==> src/rtl/keypad_pkg.sv <==
// Shared constants, FSM state encoding and index helpers for the keypad row decoder.
package keypad_pkg;

    localparam int NUM_ROWS = 4;
    localparam int NUM_COLS = 4;
    localparam int KEY_W    = 4;

    typedef enum logic [1:0] {
        IDLE     = 2'd0,
        DEBOUNCE = 2'd1,
        WAIT_REL = 2'd2
    } state_t;

    typedef struct packed {
        logic       valid;
        logic [1:0] idx;
    } idx_t;

    // valid is set only for exactly one bit; 0000 and multi-bit patterns are rejected.
    function automatic idx_t onehot_to_idx(input logic [3:0] v);
        idx_t r;
        r.valid = 1'b1;
        r.idx   = 2'd0;
        case (v)
            4'b0001: r.idx = 2'd0;
            4'b0010: r.idx = 2'd1;
            4'b0100: r.idx = 2'd2;
            4'b1000: r.idx = 2'd3;
            default: r.valid = 1'b0;
        endcase
        return r;
    endfunction

    function automatic logic [1:0] lowest_set(input logic [3:0] v);
        if (v[0])      return 2'd0;
        else if (v[1]) return 2'd1;
        else if (v[2]) return 2'd2;
        else           return 2'd3;
    endfunction

endpackage

==> src/rtl/keypad_sync2.sv <==
// Two-flop synchroniser bringing asynchronous inputs into the clk domain.
module keypad_sync2 #(
    parameter int WIDTH = 4
) (
    input  logic             clk,
    input  logic             reset,
    input  logic [WIDTH-1:0] i_d,
    output logic [WIDTH-1:0] o_q
);

    logic [WIDTH-1:0] r_meta;
    logic [WIDTH-1:0] r_sync;

    always_ff @(posedge clk or negedge reset) begin
        if (!reset) begin
            r_meta <= '0;
            r_sync <= '0;
        end else begin
            r_meta <= i_d;
            r_sync <= r_meta;
        end
    end

    assign o_q = r_sync;

endmodule

==> src/rtl/keypad_row_decoder.sv <==
// Paces the column scan, debounces the synchronised rows and emits one key code per press.
// scan_en is a single-cycle pulse with no ready back-pressure: the ring counter steps on every pulse.
module keypad_row_decoder
    import keypad_pkg::*;
#(
    parameter int SCAN_DWELL      = 8,
    parameter int DEBOUNCE_CYCLES = 4,
    parameter int CNT_W           = 8
) (
    input  logic                clk,
    input  logic                reset,
    input  logic [NUM_COLS-1:0] col,
    input  logic [NUM_ROWS-1:0] row,
    output logic                scan_en,
    output logic                key_valid,
    output logic [KEY_W-1:0]    key_code,
    output logic                key_down,
    output state_t              dbg_state
);

    localparam logic [CNT_W-1:0] DWELL_LAST = CNT_W'(SCAN_DWELL - 1);
    localparam logic [CNT_W-1:0] DEB_LAST   = CNT_W'(DEBOUNCE_CYCLES - 1);
    localparam logic [CNT_W-1:0] CNT_ONE    = CNT_W'(1);

    state_t           r_state;
    logic [CNT_W-1:0] r_dwell;
    logic [CNT_W-1:0] r_cnt;
    logic [1:0]       r_cand_row;
    logic [1:0]       r_cand_col;
    logic             r_scan_en;
    logic             r_key_valid;
    logic [KEY_W-1:0] r_key_code;
    logic             r_key_down;

    state_t              w_state_nxt;
    logic [CNT_W-1:0]    w_dwell_nxt;
    logic [CNT_W-1:0]    w_cnt_nxt;
    logic [1:0]          w_cand_row_nxt;
    logic [1:0]          w_cand_col_nxt;
    logic                w_scan_en_nxt;
    logic                w_key_valid_nxt;
    logic [KEY_W-1:0]    w_key_code_nxt;
    logic                w_key_down_nxt;
    logic [NUM_ROWS-1:0] w_row_s;
    idx_t                w_col_idx;
    logic                w_row_hit;

    keypad_sync2 #(
        .WIDTH (NUM_ROWS)
    ) u_row_sync (
        .clk   (clk),
        .reset (reset),
        .i_d   (row),
        .o_q   (w_row_s)
    );

    always_ff @(posedge clk or negedge reset) begin
        if (!reset) begin
            r_state     <= IDLE;
            r_dwell     <= '0;
            r_cnt       <= '0;
            r_cand_row  <= 2'd0;
            r_cand_col  <= 2'd0;
            r_scan_en   <= 1'b0;
            r_key_valid <= 1'b0;
            r_key_code  <= '0;
            r_key_down  <= 1'b0;
        end else begin
            r_state     <= w_state_nxt;
            r_dwell     <= w_dwell_nxt;
            r_cnt       <= w_cnt_nxt;
            r_cand_row  <= w_cand_row_nxt;
            r_cand_col  <= w_cand_col_nxt;
            r_scan_en   <= w_scan_en_nxt;
            r_key_valid <= w_key_valid_nxt;
            r_key_code  <= w_key_code_nxt;
            r_key_down  <= w_key_down_nxt;
        end
    end

    always_comb begin
        w_state_nxt     = r_state;
        w_dwell_nxt     = r_dwell;
        w_cnt_nxt       = r_cnt;
        w_cand_row_nxt  = r_cand_row;
        w_cand_col_nxt  = r_cand_col;
        w_scan_en_nxt   = 1'b0;
        w_key_valid_nxt = 1'b0;
        w_key_code_nxt  = r_key_code;
        w_key_down_nxt  = r_key_down;
        w_col_idx       = onehot_to_idx(col);
        w_row_hit       = w_row_s[r_cand_row];

        case (r_state)
            IDLE: begin
                if (r_dwell == DWELL_LAST) begin
                    w_dwell_nxt = '0;
                    if (w_row_s != '0 && w_col_idx.valid) begin
                        w_state_nxt    = DEBOUNCE;
                        w_cnt_nxt      = '0;
                        w_cand_row_nxt = lowest_set(w_row_s);
                        w_cand_col_nxt = w_col_idx.idx;
                    end else begin
                        w_scan_en_nxt = 1'b1;
                    end
                end else begin
                    w_dwell_nxt = r_dwell + CNT_ONE;
                end
            end

            DEBOUNCE: begin
                if (w_row_hit) begin
                    if (r_cnt == DEB_LAST) begin
                        w_state_nxt     = WAIT_REL;
                        w_cnt_nxt       = '0;
                        w_key_valid_nxt = 1'b1;
                        w_key_code_nxt  = {r_cand_row, r_cand_col};
                        w_key_down_nxt  = 1'b1;
                    end else if (r_cnt < DEB_LAST) begin
                        w_cnt_nxt = r_cnt + CNT_ONE;
                    end
                end else begin
                    // Bounce: drop the candidate and rescan the same column from a fresh dwell.
                    w_state_nxt = IDLE;
                    w_dwell_nxt = '0;
                    w_cnt_nxt   = '0;
                end
            end

            WAIT_REL: begin
                if (!w_row_hit) begin
                    if (r_cnt == DEB_LAST) begin
                        w_state_nxt    = IDLE;
                        w_dwell_nxt    = '0;
                        w_cnt_nxt      = '0;
                        w_key_down_nxt = 1'b0;
                    end else if (r_cnt < DEB_LAST) begin
                        w_cnt_nxt = r_cnt + CNT_ONE;
                    end
                end else begin
                    w_cnt_nxt = '0;
                end
            end

            default: begin
                w_state_nxt = IDLE;
                w_dwell_nxt = '0;
                w_cnt_nxt   = '0;
            end
        endcase
    end

    assign scan_en   = r_scan_en;
    assign key_valid = r_key_valid;
    assign key_code  = r_key_code;
    assign key_down  = r_key_down;
    assign dbg_state = r_state;

endmodule

==> config.mk <==
export PLATFORM = sky130hd
export DESIGN_NAME = keypad_row_decoder
export DESIGN_NICKNAME = d
export VERILOG_FILES = /design/src/rtl/keypad_pkg.sv /design/src/rtl/keypad_sync2.sv /design/src/rtl/keypad_row_decoder.sv
export SDC_FILE = /design/constraint.sdc
export NUM_CORES = 1
export LEC_CHECK = 0
export ABC_AREA = 1
export CORE_UTILIZATION = 45
export DETAILED_ROUTE_END_ITERATION = 7
export PLACE_DENSITY = 0.76
export SLEW_MARGIN = 0
export SYNTH_ARGS = -nofsm -noshare
export SYNTH_HDL_FRONTEND = slang
export SYNTH_SLANG_ARGS = --single-unit
==> constraint.sdc <==
create_clock -name clk -period 1.8 [get_ports clk]
set_clock_uncertainty 0.1 [all_clocks]
set_input_delay 0.54 -clock clk [delete_from_list [all_inputs] [get_ports clk]]
set_output_delay 0.54 -clock clk [all_outputs]
set_load 0.02 [all_outputs]
==> results of run 1 <==
-- cells in the final DEF, fill, tap and decap left out --
cell type	n
nor2_4	4
buf_4	7
xor2_1	4
nor3b_1	1
dlygate4sd2_1	9
a21oi_1	4
dfrtp_1	37
inv_1	28
nand2_4	2
nor3_1	4
nand3_2	6
clkbuf_8	5
buf_12	1
clkinv_2	1
nand2_1	50
dlymetal6s2s_1	4
nand3_4	1
o21ai_0	6
nand4_1	1
ha_1	5
clkdlybuf4s50_1	5
o21ai_1	6
inv_2	6
nand2_2	6
nor2_1	25
nor2_2	2
bufinv_16	1
o21ai_2	3
nand3_1	12
-- final timing paths --
check,from,endpoint,slack (ns),cells past startpoint
min in group asynchronous,reset,r_cand_col[0],0.52,2
setup reg to reg,dbg_state[0],r_dwell[0],0.13,6
setup / recovery,dbg_state[0],dbg_state[0],0.11,1
max in group asynchronous,reset,r_cnt[0],0.88,2
hold / removal,u_row_sync.r_meta[0],u_row_sync.o_q[0],0.25,0
hold reg to reg,u_row_sync.r_meta[0],u_row_sync.o_q[0],0.25,0
-- power by group --
part | switching (mW) | internal, mW
Clock | 0.281 | 0.402
Sequential | 0.102 | 0.990
Combinational | 0.688 | 0.414
-- registers in the layout (all words and copies together), names as in the netlist --
name	count
dbg_state	2
r_cand_col	2
key_valid	1
scan_en	1
key_code	4
key_down	1
r_cnt	8
r_cand_row	2
r_dwell	8
u_row_sync.r_meta	4
u_row_sync.o_q	4
-- layer usage --
layer  part of all wire  wire [µm]  vias to the layer above
li1                   -          -                      726
met1               0.45       1440                      658
met2               0.50       1610                       22
met3              0.039        127                        5
met4              0.013         43                        0
met5                  0          0                        -
-- metrics by stage --
stage	util	power [mW]	hold slack (ns)	area (µm²)	std cells
global route	0.599	3.09	0.257	2240	294
finish	0.599	2.88	0.249	2240	294
global placement	0.556	2.14	0.231	2080	283
floorplan	-	1.85	0.144	1800	213
CTS	0.581	2.81	0.251	2170	290
detailed placement	0.556	2.17	0.235	2080	283
-- layout make-up --
type | instances | share of cell area
well taps | 48 | 0.0268
repair buffers | 26 | 0.112
multi-input cells | 142 | 0.345
clock buffers | 5 | 0.0307
inverters | 34 | 0.0569
flip-flops and latches | 37 | 0.413
clock inverters | 2 | 0.0156
-- logic make-up after synthesis --
family / after synthesis / synth area share
AND/OR/NAND/NOR: 113 / 0.296
flip-flops: 37 / 0.514
buffers and inverters: 35 / 0.0770
AO/OA/AOI/OAI: 19 / 0.0590
adder cells (fa/ha/maj): 5 / 0.0347
XOR/XNOR: 4 / 0.0194
-- what timing repair did --
| action | 4_1_cts | 5_1_grt |
|---|---|---|
| resized for setup | 9 | 14 |
| endpoints found under the setup margin | 9 | 14 |
| hold buffers | 0 | 0 |
| pin swaps | 0 | 2 |
| setup buffers | 0 | 3 |
| gates cloned | 0 | 1 |
==> impl_metrics.env, run 1 <==
export IMPL_area_growth_pct=24.4
export IMPL_synth_most_common_cell="nand2_1"
export IMPL_multiInputGateArea_um2=774
export IMPL_period_share=0.937
export IMPL_fin_crit_ns=1.69
export IMPL_num_nets_final=261
export IMPL_die_x_um=65.3
export IMPL_gr_usage_all_layers=0.170
export IMPL_clkSinkCount=37
export IMPL_pre_cts_ws_ns=-0.290
export IMPL_gp_congestion=0.838
export IMPL_synthTopCellsByCount="53 x nand2_1, 37 x dfrtp_1, 29 x inv_1"
export IMPL_drtPass1Iterations=4
export IMPL_worstPathArrival_ns=1.05
export IMPL_vias=1411
export IMPL_start_util=0.482
export IMPL_wl_per_cell_um=11.0
export IMPL_finalSetupViolCount=0
export IMPL_synth_top_area_cell="dfrtp_1"
export IMPL_drt_iter0_markers=91
export IMPL_cts_tree="yes"
export IMPL_seqCellArea_um2=926
export IMPL_cp_end_kind="output port"
export IMPL_dp_hpwl_mm=2.26
export IMPL_slowest_stage="dfrtp_1"
export IMPL_io_buffers=18
export IMPL_htree_num_levels=2
export IMPL_path_clk_slew_ns=0.07
export IMPL_io_pins=19
export IMPL_seq_area_frac_synth=0.514
export IMPL_drive_gt1_frac=0.183
export IMPL_crit_type="reg2out"
export IMPL_worst_slack_ns=0.113
export IMPL_ys_ff_latch=37
export IMPL_yosys_top_cells_area="dfrtp_1 51%, nand2_1 11%, inv_1 6.0%"
export IMPL_cp_data_required_time_ns=1.16
export IMPL_crit_buf_inv=1
export IMPL_cts_path_max_buffers=2
export IMPL_avgSynthCellArea_um2=8.46
export IMPL_grt_pass1_vias=1317
export IMPL_clockRootBuffer="clkbuf_8"
export IMPL_grt_pass1_wl_mm=5.49
export IMPL_yosysWarnings=0
export IMPL_routed_wirelength_mm=3.22
export IMPL_synth_edf_count=0
export IMPL_antenna_found_initial=0
export IMPL_die_area_um2=4260
export IMPL_grt_start_max_net_pins=38
export IMPL_powerDensity_nw_per_um2=1280
export IMPL_ys_types=21
export IMPL_leakage_nw=1.17
export IMPL_start_kind="register"
export IMPL_cp_max_fo=4
export IMPL_rsz0062_at_grt="no"
export IMPL_synth_ff_type="dfrtp_1"
export IMPL_cpPeakStageDelay_ns=0.41
export IMPL_async_flop_share=1.00
export IMPL_worstSkewPairLatency_ns=0.28
export IMPL_fillers=330
export IMPL_cp_cell_sequence="dlygate4sd2_1"
export IMPL_slew_viol_final=0
export IMPL_grt_busiest_layer="met2"
export IMPL_ant_nets=0
export IMPL_syn_cell_area_um2=1800
export IMPL_max_cap_viol_count=0
export IMPL_fp_coreArea_um2=3740
export IMPL_fmax_mhz=593
export IMPL_critPathTopFamily="flip-flops"
export IMPL_grt_use_met2=0.291
export IMPL_tns_ns=0
export IMPL_die_h_um=65.3
export IMPL_rows=22
export IMPL_hold_path_class="reg2reg"
export IMPL_ir_worst_vdd_uv=703
export IMPL_hold_viol=0
export IMPL_max_slew_margin=0.769
export IMPL_cts_buffers=5
export IMPL_vias_per_cell=4.80
export IMPL_worst_pin_slew_ns=0.346
export IMPL_overflow=0
export IMPL_yosysTopAreaCellShare=0.514
export IMPL_use_met3=0.0573
export IMPL_syn_inst=213
export IMPL_drc_errors=0
export IMPL_status="finished clean"
export IMPL_grtUsageMet1=0.198
export IMPL_diodes=0
export IMPL_synth_nets=228
No activity file was read; power rests on OpenSTA's default activity.
==> inputs of run 2 (changes only) <==
- PLACE_DENSITY: 0.76 -> 0.78
- clock period: 1.8 -> 1.4 ns (I/O delays scaled with it)
==> impl_metrics.env, run 2 (synthesized netlist as in run 1, its figures left out) <==
export IMPL_dp_hpwl_mm=2.52
export IMPL_antenna_found_initial=0
export IMPL_drc_errors=0
export IMPL_cp_cell_sequence="nor2_2 -> nand3_2 -> nor2_4 -> o21ai_4 -> nor2_4 -> buf_6 -> nand3_2 -> o21ai_2"
export IMPL_cp_data_required_time_ns=1.52
export IMPL_fillers=302
export IMPL_worstReg2RegEnd="r_dwell[0]"
export IMPL_tns_ns=-2.14
export IMPL_drt_iter0_markers=72
export IMPL_violations="negative setup slack"
export IMPL_max_cap_viol_count=0
export IMPL_r2r_slack_ns=-0.12
export IMPL_min_to="u_row_sync.o_q[3]"
export IMPL_diodes=0
export IMPL_start_util=0.482
export IMPL_min_path_cells=0
export IMPL_cpPeakStageDelay_ns=0.39
export IMPL_multiInputGateArea_um2=906
export IMPL_mostFrequentLayoutCells="41 x nand2_1, 36 x buf_4, 35 x dfrtp_1"
export IMPL_worst_slack_ns=-0.120
export IMPL_die_h_um=65.3
export IMPL_hold_buffers=0
export IMPL_cts_tree="yes"
export IMPL_rows=22
export IMPL_clockRootBuffer="clkbuf_8"
export IMPL_crit_type="reg2reg"
export IMPL_fin_crit_ns=1.52
export IMPL_powerDensity_nw_per_um2=1650
export IMPL_drive_gt1_frac=0.436
export IMPL_grt_start_max_net_pins=38
export IMPL_gp_congestion=0.824
export IMPL_worst_pin_slew_ns=0.238
export IMPL_wl_met2_mm=2.07
export IMPL_rsz0062_at_grt="yes"
export IMPL_ant_nets=0
export IMPL_r2r_cells=8
export IMPL_fmax_mhz=658
export IMPL_cts_buffers=5
export IMPL_io_buffers=18
export IMPL_ir_worst_vdd_uv=1190
export IMPL_power_mw=4.32
export IMPL_status="finished with violations"
export IMPL_slowest_stage="dfrtp_1"
export IMPL_worstSkewPairLatency_ns=0.30
export IMPL_cp_max_fo=5
export IMPL_overflow=0
export IMPL_start_kind="register"
export IMPL_cp_end_kind="register"
export IMPL_fp_coreArea_um2=3740
export IMPL_cts_path_max_buffers=2
export IMPL_reg_largest_list="r_cnt: 8 flops, r_dwell: 8 flops"
export IMPL_vias=1550
export IMPL_finalSetupViolCount=29
export IMPL_slew_viol_final=0
export IMPL_reg2reg_from="r_cnt[7]"
export IMPL_wl_met1_mm=1.77
export IMPL_seqCellArea_um2=928
export IMPL_grt_pass1_vias=1536
export IMPL_clkSinkCount=37
export IMPL_io_pins=19
export IMPL_hold_start="u_row_sync.r_meta[3]"
export IMPL_critPathTopFamily="simple AND/OR/NAND/NOR gates"
export IMPL_drtPass1Iterations=4
export IMPL_wl_met3_um=112
export IMPL_worstPathArrival_ns=1.64
export IMPL_num_nets_final=294
export IMPL_hold_path_class="reg2reg"
export IMPL_final_common_cell="nand2_1"
export IMPL_die_area_um2=4260
export IMPL_hold_viol=0
export IMPL_area_growth_pct=45.5
export IMPL_die_x_um=65.3
export IMPL_wl_per_cell_um=12.1
export IMPL_max_slew_margin=0.840
export IMPL_top_layer_used="met4"
export IMPL_period_share=1.09
export IMPL_gr_usage_all_layers=0.207
export IMPL_crit_buf_inv=1
export IMPL_vias_per_cell=4.73
export IMPL_routed_wirelength_mm=3.98
export IMPL_leakage_nw=1.32
export IMPL_htree_num_levels=2
export IMPL_grt_pass1_wl_mm=6.64
export IMPL_path_clk_slew_ns=0.07
export IMPL_cp_depth=8
## run 2: worst max path at each step
| stage | endpoint | start | slack, ns |
|---|---|---|---|
| floorplan | r_cnt[1] | r_dwell[1] | -0.01 |
| global placement | r_cnt[1] | col[2] | -0.49 |
| detailed placement | dbg_state[1] | col[0] | -0.56 |
| CTS | dbg_state[1] | r_dwell[0] | -0.07 |
| global route | r_dwell[5] | r_dwell[1] | -0.22 |
| finish | r_dwell[0] | r_cnt[7] | -0.12 |
## run 2: timing repair
action / CTS / global route
gates cloned: 2 / 0
buffers inserted: 5 / 6
endpoints found under the setup margin: 36 / 31
endpoints found under the hold margin: 0 / 0
gates resized for setup: 65 / 19
pin swaps: 14 / 8
## run 2: power by group
group | switching [mW] | leakage (nW) | internal (mW)
sequential | 0.152 | 0.471 | 1.28
clock | 0.372 | 0.0585 | 0.580
combinational | 1.11 | 0.788 | 0.831
## run 2: metal layers
layer  global-route usage  up-vias
met1                0.248      743
met5                    0        -
met4               0.0598        0
met2                0.353       14
li1                     -      790
met3               0.0660        3
## run 2: final cells by class
cell class                      count  area share
Tap cell                           48      0.0229
Multi-Input combinational cell    142       0.345
Inverter                           34      0.0515
Clock inverter                      1      0.0114
Sequential cell                    37       0.354
Clock buffer                        7      0.0329
Timing Repair Buffer               59       0.182
## run 2: stage by stage
stage / hold WS [ns] / instances / util / area (µm²) / worst slack [ns]
floorplan: 0.0244 / 213 / - / 1870 / -0.0113
CTS: 0.251 / 323 / 0.675 / 2530 / -0.0659
global placement: 0.232 / 308 / 0.624 / 2330 / -0.487
global route: 0.260 / 328 / 0.701 / 2620 / -0.224
finish: 0.248 / 328 / 0.701 / 2620 / -0.120
detailed placement: 0.235 / 308 / 0.624 / 2330 / -0.563
==> inputs of run 3 (changes only) <==
- CORE_UTILIZATION: 45 -> 40
- PLACE_DENSITY: 0.78 -> 0.72
==> impl_metrics.env, run 3 (synthesized netlist as in run 1, its figures left out) <==
export IMPL_slowest_stage="dfrtp_1"
export IMPL_antenna_found_initial=0
export IMPL_io_buffers=18
export IMPL_worst_pin_slew_ns=0.270
export IMPL_drt_iter0_markers=32
export IMPL_cp_cell_sequence="nor2_2 -> nand3_2 -> nor2_4 -> buf_6 -> inv_4 -> nor2_4 -> inv_4 -> nand2_2 -> o21ai_2"
export IMPL_start_kind="register"
export IMPL_die_h_um=69.1
export IMPL_hold_path_class="reg2reg"
export IMPL_vias_per_cell=4.69
export IMPL_htree_num_levels=2
export IMPL_hold_buffers=0
export IMPL_powerDensity_nw_per_um2=1620
export IMPL_r2r_cells=9
export IMPL_worst_slack_ns=-0.133
export IMPL_worstReg2RegEnd="key_code[3]"
export IMPL_clkSinkCount=37
export IMPL_hold_viol=0
export IMPL_num_nets_final=306
export IMPL_fp_coreArea_um2=4350
export IMPL_rows=24
export IMPL_die_area_um2=4780
export IMPL_fillers=356
export IMPL_drtPass1Iterations=4
export IMPL_finalSetupViolCount=30
export IMPL_area_growth_pct=52.6
export IMPL_fmax_mhz=652
export IMPL_slew_viol_final=0
export IMPL_r2r_slack_ns=-0.13
export IMPL_max_slew_margin=0.819
export IMPL_reg_largest_list="r_cnt: 8 flops, r_dwell: 8 flops"
export IMPL_fin_crit_ns=1.53
export IMPL_hold_start="u_row_sync.r_meta[1]"
export IMPL_grt_pass1_wl_mm=6.98
export IMPL_diodes=0
export IMPL_dp_hpwl_mm=2.57
export IMPL_worstSkewPairLatency_ns=0.29
export IMPL_ir_worst_vdd_uv=790
export IMPL_gp_congestion=0.821
export IMPL_min_path_cells=0
export IMPL_mostFrequentLayoutCells="42 x buf_4, 35 x nand2_1, 35 x dfrtp_1"
export IMPL_leakage_nw=1.36
export IMPL_max_cap_viol_count=0
export IMPL_drc_errors=0
export IMPL_clockRootBuffer="clkbuf_8"
export IMPL_overflow=0
export IMPL_critPathTopFamily="simple AND/OR/NAND/NOR gates"
export IMPL_multiInputGateArea_um2=947
export IMPL_grt_start_max_net_pins=38
export IMPL_io_pins=19
export IMPL_min_to="u_row_sync.o_q[1]"
export IMPL_path_clk_slew_ns=0.07
export IMPL_cts_tree="yes"
export IMPL_crit_buf_inv=3
export IMPL_seqCellArea_um2=928
export IMPL_rsz0062_at_grt="yes"
export IMPL_cts_path_max_buffers=2
export IMPL_cts_buffers=5
export IMPL_period_share=1.09
export IMPL_drive_gt1_frac=0.488
export IMPL_wl_per_cell_um=11.7
export IMPL_start_util=0.414
export IMPL_cpPeakStageDelay_ns=0.39
export IMPL_gr_usage_all_layers=0.180
export IMPL_cp_data_required_time_ns=1.48
export IMPL_violations="negative setup slack"
export IMPL_cp_end_kind="register"
export IMPL_routed_wirelength_mm=4.02
export IMPL_crit_type="reg2reg"
export IMPL_worstPathArrival_ns=1.61
export IMPL_cp_max_fo=8
export IMPL_reg2reg_from="r_cnt[7]"
export IMPL_vias=1609
export IMPL_final_core_util=0.632
export IMPL_final_common_cell="buf_4"
export IMPL_ant_nets=0
export IMPL_die_x_um=69.1
export IMPL_grt_pass1_vias=1623
export IMPL_status="finished with violations"
export IMPL_pre_cts_ws_ns=-0.572
-- run 3: changes by cell type in the layout (fill, tap and decap cells not counted), sizes merged --
cell,delta
buf,+12
bufinv,-1
clkbuf,-1
clkinv,+1
-- run 3: what timing repair did --
item                                    4_1_cts  5_1_grt
pin swaps                                    21        9
gates resized for setup                      73       31
gates cloned                                  1        0
buffers inserted                             11        9
hold endpoints to repair                      0        0
endpoints found under the setup margin       37       31
-- run 3: power breakdown --
| part | switching [mW] | total (mW) | internal (mW) |
|---|---|---|---|
| Sequential | 0.137 | 1.41 | 1.28 |
| Combinational | 1.23 | 2.35 | 1.12 |
| Clock | 0.354 | 0.692 | 0.338 |
| Total | 1.72 | 4.46 | 2.74 |
-- run 3: worst max path at each step --
stage,startpoint,end,slack (ns),depth (start not counted)
final,r_cnt[7],key_code[3],-0.13,9
after global routing,r_dwell[1],r_cand_col[1],-0.24,9
after CTS,dbg_state[0],r_dwell[1],-0.08,9
after detailed placement,col[2],r_cand_col[0],-0.57,9
after global placement,col[2],r_cnt[0],-0.50,10
after floorplan,r_dwell[1],r_cnt[1],-0.01,10
-- run 3: final cells by class --
cell class	count	area share
multi-input combinational	142	0.344
sequential	37	0.337
timing repair buffer	71	0.215
inverter	34	0.0518
clock buffer	6	0.0264
tap	52	0.0236
clock inverter	1	0.00182
-- run 3: per-layer routing --
metal	share of wire	track usage
met2	0.53	0.317
met5	0	0
met4	0.0095	0.0544
met3	0.024	0.0439
met1	0.43	0.216
-- run 3: through the flow --
step	setup TNS [ns]	cell area, µm²	hold slack (ns)	instances	total power [mW]
2_1_floorplan	-0.0756	1870	0.0244	213	2.48
3_3_place_gp	-8.79	2360	0.231	315	3.14
3_5_place_dp	-10.01	2360	0.237	315	3.18
4_1_cts	-1.52	2590	0.251	334	4.16
5_1_grt	-4.84	2750	0.266	343	4.78
6_report	-2.13	2750	0.249	343	4.46
